==> src/rtl/tick_timer_ctrl.sv <==
// Sequencer for the external 16-bit tick counter: counts completed ticks up to a
// latched limit and pulses timeout, with start/restart, pause/resume and cancel.
`timescale 1ns/1ps
module tick_timer_ctrl #(
    parameter int W_MS = 16
) (
    input  logic            clock,
    input  logic            reset,
    input  logic            iniciar,
    input  logic            pausar,
    input  logic            cancelar,
    input  logic [W_MS-1:0] limite_ms,
    input  logic            cnt_rco,
    output logic            cnt_clr_n,
    output logic            cnt_ld_n,
    output logic            cnt_ent,
    output logic            cnt_enp,
    output logic [3:0]      cnt_d,
    output logic [W_MS-1:0] ms_decorridos,
    output logic            ocupado,
    output logic            timeout,
    output logic [2:0]      db_estado
);

    typedef enum logic [2:0] {
        IDLE  = 3'd0,
        RUN   = 3'd1,
        PAUSE = 3'd2,
        DONE  = 3'd3
    } estado_t;

    estado_t         estado;
    estado_t         prox;
    logic [W_MS-1:0] limite_q;
    logic [W_MS-1:0] ms_prox;
    logic            fim_tick;
    logic            atinge;

    assign ms_prox  = ms_decorridos + W_MS'(1);
    assign fim_tick = (estado == RUN) && cnt_rco;
    assign atinge   = (ms_prox == limite_q);

    always_ff @(posedge clock or posedge reset) begin
        if (reset) estado <= IDLE;
        else       estado <= prox;
    end

    // A tick landing on the same edge as pausar is counted before pausing.
    always_comb begin
        prox = estado;
        if (cancelar) begin
            prox = IDLE;
        end else if (iniciar) begin
            prox = (limite_ms == '0) ? DONE : RUN;
        end else begin
            case (estado)
                IDLE:    prox = IDLE;
                RUN: begin
                    if (cnt_rco && atinge) prox = DONE;
                    else if (pausar)       prox = PAUSE;
                end
                PAUSE:   if (!pausar) prox = RUN;
                DONE:    prox = IDLE;
                default: prox = IDLE;
            endcase
        end
    end

    always_ff @(posedge clock or posedge reset) begin
        if (reset) begin
            limite_q      <= '0;
            ms_decorridos <= '0;
        end else if (!cancelar) begin
            if (iniciar) begin
                limite_q      <= limite_ms;
                ms_decorridos <= '0;
            end else if (fim_tick) begin
                ms_decorridos <= ms_prox;
            end
        end
    end

    // clr_n also drops on a restart so the counter begins the new run from zero.
    always_comb begin
        cnt_clr_n = 1'b0;
        cnt_ent   = 1'b0;
        cnt_enp   = 1'b0;
        ocupado   = 1'b0;
        timeout   = 1'b0;
        case (estado)
            RUN: begin
                cnt_clr_n = ~cnt_rco & ~iniciar;
                cnt_ent   = 1'b1;
                cnt_enp   = 1'b1;
                ocupado   = 1'b1;
            end
            PAUSE: begin
                cnt_clr_n = ~iniciar;
                ocupado   = 1'b1;
            end
            DONE:    timeout = 1'b1;
            default: ;
        endcase
    end

    assign cnt_ld_n  = 1'b1;
    assign cnt_d     = 4'b0000;
    assign db_estado = estado;

endmodule

==> config.mk <==
export PLATFORM = sky130hd
export DESIGN_NAME = tick_timer_ctrl
export DESIGN_NICKNAME = d
export VERILOG_FILES = /design/src/rtl/tick_timer_ctrl.sv
export SDC_FILE = /design/constraint.sdc
export NUM_CORES = 1
export LEC_CHECK = 0
export CAP_MARGIN = 25
export CORE_MARGIN = 1
export CORE_UTILIZATION = 55
export DETAILED_ROUTE_END_ITERATION = 10
export GPL_TIMING_DRIVEN = 0
export HOLD_SLACK_MARGIN = 0.05
export PLACE_DENSITY = 0.86
export SYNTH_ARGS = -nofsm -noshare
export SYNTH_HDL_FRONTEND = slang
export SYNTH_SLANG_ARGS = --single-unit
==> constraint.sdc <==
create_clock -name clock -period 7.5 [get_ports clock]
set_input_delay 0.75 -clock clock [delete_from_list [all_inputs] [get_ports clock]]
set_output_delay 0.75 -clock clock [all_outputs]
set_load 0.005 [all_outputs]
* After elaboration in Yosys (flattened, before gate mapping)
Index checks and enable logic that the tools add are counted.
** Word-level totals
- Flip-flop bits (word level) :: 35
- Latch bits :: 0
- Memory bits (writable) :: 0
- Bits in read-only memories :: 0
- Output and inout bits :: 29
- Word-level logic and storage cells :: 35
- Memories :: 0
** Cells by class
- Add/sub/neg operators :: 1
- Multipliers :: 0
- Divide/modulo/power cells :: 0
- Order comparisons :: 0
- Equal/unequal tests :: 6
- Shift-type cells :: 0
- Muxes and demuxes :: 13
- Bitwise logic cells :: 4
- Reduce and logical (&&, ||, !) cells :: 8
** Operator list (count)
- $mux 16 :: 2
- $add 16x1->16 const B :: 1
- $eq 16x16->1 :: 1
- $logic_not 16->1 :: 1
- $mux 3 :: 5
- $eq 3x2->1 const B :: 2
- $pmux 3 s2 :: 1
- $reduce_and 2->1 :: 3
- $ne 5x4->1 const B :: 1
- $ne 4x4->1 const B :: 1
- $eq 3x1->1 const B :: 1
- $mux 1 :: 3
- $not 1->1 :: 3
- $logic_and 1x1->1 :: 2
- $mux 2 :: 1
- $pmux 1 s2 :: 1
- $reduce_bool 2->1 :: 1
- $reduce_or 2->1 :: 1
- $and 1x1->1 :: 1

* Longest topological paths before layout
- Depth in word-level cells :: 7
- Depth in mapped cells :: 9
- Depth with buffers taken out :: 8

* Worst setup path before layout
OpenSTA, ideal clock, no wires.
- Kind :: register -> register
- Start :: register ms_decorridos[0]
- End :: register estado[0], in the netlist db_estado[0]
- Library setup time :: 0.080 ns
- Arrival time :: 2.975 ns
- Path slack :: 4.445 ns
- Stages on the path, launching flop included :: 10
- Buffers on the path :: 1
- Cell sequence :: dfrtp_1 ha_1 clkbuf_2 nand4_1 or3_2 xnor2_1 or4_1 or4_4 mux2_4 nor3_2
** On the way
- Longest elaborated chain between the ends :: 7
** RTL lines
- from (decl) :: RTL line 19 : output logic [W_MS-1:0] ms_decorridos,
- from (signal assigned) :: RTL line 78 : ms_decorridos <= ms_prox;
- $add 16x1->16 * :: RTL line 39 : assign ms_prox = ms_decorridos + W_MS'(1);
- $eq 16x16->1 * :: RTL line 41 : assign atinge = (ms_prox == limite_q);
- $logic_and 1x1->1 * :: RTL line 59 : if (cnt_rco && atinge) prox = DONE;
- $mux 3 :: RTL line 59
- $pmux 3 s2 :: RTL line 56 : case (estado)
- $mux 3 :: RTL line 53 : end else if (iniciar) begin
- $mux 3 :: RTL line 51 : if (cancelar) begin
- to (signal assigned) :: RTL line 45 : else estado <= prox;
- to (decl) :: RTL line 32 : estado_t estado;
Every way passes the cells marked *; elsewhere a longest branch is shown, timed or not.
A chain may end at the register's enable or synchronous reset.

* Worst setup path after layout
Ends and elaborated chain as after synthesis.

==> flow_summary_export.csv <==
group,metric,value,unit
drt,routed_via_density,5.67,
clocking,htree_levels,2,
clocking,clock-sinks,34,
clocking,tritoncts,"yes",
global_route,met2_track_usage_gr,43.7,%
clocking,clkTransAtPathRegs,0.07,ns
hold_path,worst_hold_path_type,"flip-flop to flip-flop",
global_route,grt_most_used_layer,"met2",
critical_path,largest_delay_contributor_family_on_the_critical_path,"simple AND/OR/NAND/NOR gates",
power,irDropWorstVdd,182,uV
global_route,grt_pass1_vias,1819,
yosys,synth_cell_type_count,53,
sta,tns,0,ns
power,power-per-cell-area,146,mW/mm2
die,die_height,66.8,um
sta,final.period_utilization,44.2,%
drt,drt_wl_total,5450,um
global_route,global_route.usage.met1,37.2,%
yosys,yosys-top-cells-count,"dfrtp_1 (34), o21ai_0 (20), nand2_1 (19)",
flow_run,maxCapViolations,0,
critical_path,worst_ep_required_time,7.71,ns
critical_path,timing.critical_path.from,"ms_decorridos[0]",
placed_design,gp_congestion,0.995,
sta,tightestPinTransition,0.874,ns
yosys,flops_latches_synth,34,
die,initial_utilization,57.6,%
critical_path,crit_path_start_kind,"flip-flop",
die,floorplan.rows,23,
global_route,grt_antenna_before_repair,0,
cells_and_area,finish.net_count,328,
critical_path,crit_path_top_delay_cell,"or3_2",
global_route,gr-total-overflow,0,
global_route,grt_first_pass_wirelength,8960,um
clocking,ctsRootBufferMaster,"clkbuf_8",
drt,route.detailed.drc,0,
clocking,post_cts_buffers,0,
critical_path,worstPathCellList,"ha_1, clkbuf_2, nand4_1, or3_2, xnor2_1, or4_1, or4_4, mux2_4, nor3_2",
placed_design,port_buffers,44,
yosys,synth_sequential_area_ratio,36.9,%
clocking,insertion_delay,0.28,ns
global_route,grt_util_met3,4.79,%
yosys,syn_warnings,0,
global_route,globalRouteTotalUtil,27.1,%
drt,detailedRoute.firstPassIterationCount,4,
critical_path,r2r_start,"ms_decorridos[0]",
cells_and_area,areaGrowthSynthToFinish,27.1,%
clocking,cts-buffers-inserted,5,
yosys,ys.flop_type,"dfrtp_1",
drt,post_drt_antenna_nets,0,
cells_and_area,finalCoreUtilization,73.3,%
yosys,syn-mean-instance-area,9.41,um2
die,fp.dieW,66.8,um
clocking,cts_buffer_depth,2,
sta,grt_setup_unrepaired,"false",
drt,drtIter0Drc,114,
cells_and_area,final_layout_size_suffix_gt1_share,17.9,%
critical_path,cp.arrival,3.53,ns
critical_path,path_class,"flip-flop to flip-flop",
status,status,"complete, no violations",
critical_path,cpPeakStageDelay,0.54,ns
cells_and_area,antenna-diode-count,0,
sta,fmax,0.301,GHz
sta,finalSetupViolations,0,
die,placeableCoreArea,0.00400,mm2
sta,timing.final.max_slew_violations,0,
sta,timing.final.crit_period,3.32,ns
placed_design,dp_hpwl,4120,um
drt,vias,1990,
hold_path,worstHoldStart,"limite_q[15]",
clocking,holdBufCountCts,0,
clocking,ctsResizeCount,0,
critical_path,critical_path_peak_fanout,8,
critical_path,worstPathBufferInverterCount,1,
yosys,synthDominantAreaCellType,"dfrtp_1",
yosys,netlist_area,0.00231,mm2
sta,number_of_hold_violations_in_the_final_report,0,
yosys,post-synth-top-area-fraction,36.9,%
yosys,async_flop_share,100,%
yosys,netlist_instances,245,
yosys,synth_area_leaders,"dfrtp_1 (37%), mux2_2 (7.8%), xnor2_1 (4.9%)",
sta,slew_headroom,41.2,%
critical_path,setup_crit_end_kind,"flip-flop",
drt,post_drt_wl_per_cell,15.5,um
die,overall_die_area,0.00446,mm2
yosys,post_synth_edffs,0,
die,io_pins,51,
yosys,most_common_cell_in_the_synthesized_netlist,"dfrtp_1",
global_route,grt_start_max_net_pins,22,
power,static-leakage-power,1.20,nW
sta,fin_worst_skew,0.00643,ns
## state kept, by name, summed over array words and instances, names as in the netlist
name           flops
limite_q          16
ms_decorridos     16
db_estado          2
## logic make-up (layout without fill, tap and decap cells)
kind of cell | after synthesis | after routing | synth area share [%]
AND/OR/NAND/NOR | 84 | 84 | 21.5
other | 2 | 6 | 0.326
XOR/XNOR | 21 | 21 | 7.98
AO/OA/AOI/OAI | 50 | 50 | 13.9
buffers and inverters | 30 | 82 | 7.32
adder cells (fa/ha/maj) | 5 | 5 | 2.71
multiplexers | 19 | 19 | 9.33
flip-flops | 34 | 34 | 36.9
## area by class of cell
| cell class | count | area [um2] |
|---|---|---|
| clock inverters | 2 | 10.0 |
| repair buffers | 45 | 468 |
| fillers | 306 | 1070 |
| well taps | 50 | 62.6 |
| multi-input cells | 185 | 1300 |
| flip-flops and latches | 34 | 851 |
| clock buffers | 5 | 68.8 |
| plain buffers | 22 | 139 |
| inverters | 8 | 30.0 |
## per-stage QoR
stage / power [mW] / hold WS (ns) / cell area, um2 / setup WS (ns) / instances
3_5_place_dp: 0.301 / 0.526 / 2850 / 4.25 / 344
2_1_floorplan: 0.266 / 0.501 / 2320 / 4.44 / 249
5_1_grt: 0.445 / 0.569 / 2930 / 4.02 / 351
6_report: 0.427 / 0.544 / 2930 / 4.18 / 351
4_1_cts: 0.427 / 0.541 / 2930 / 4.21 / 351
3_3_place_gp: 0.295 / 0.515 / 2820 / 4.26 / 343
## cells in the final DEF (no fill, tap or decap), types with 8 or more instances in the layout
| cell | netlist | layout |
|---|---|---|
| xnor2_1 | 13 | 13 |
| nor2_1 | 12 | 12 |
| nand2_1 | 19 | 19 |
| xor2_1 | 8 | 8 |
| mux2_2 | 16 | 16 |
| inv_1 | 8 | 8 |
| o21ai_0 | 20 | 20 |
| nand4_1 | 8 | 8 |
| dfrtp_1 | 34 | 34 |
| o31ai_1 | 8 | 8 |
| clkdlybuf4s50_1 | 0 | 44 |
## metal layers
| metal | share of wire [%] | up-vias |
|---|---|---|
| li1 | - | 974 |
| met1 | 44 | 939 |
| met2 | 50 | 69 |
| met3 | 3.9 | 8 |
| met4 | 1.6 | 0 |
| met5 | 0 | - |
## where the power goes
group / internal, mW / total [mW] / leakage [nW] / switching [mW]
Clock: 0.0623 / 0.128 / 0.0438 / 0.0655
Combinational: 0.0503 / 0.0858 / 0.721 / 0.0355
Sequential: 0.197 / 0.213 / 0.438 / 0.0161
Total: 0.310 / 0.427 / 1.20 / 0.117
## path summary, 6_finish.rpt
check                                   endpoint  slack, ns  cells past startpoint
worst max-delay path                db_estado[0]       4.18                      9
worst min register to register      limite_q[15]       0.54                      1
min in group asynchronous       ms_decorridos[4]       0.85                      2
worst max register to register      db_estado[0]       4.18                      9
max in group asynchronous            limite_q[3]       6.12                      3
worst min-delay path                limite_q[15]       0.54                      1
(Power assumes the default switching activity.)
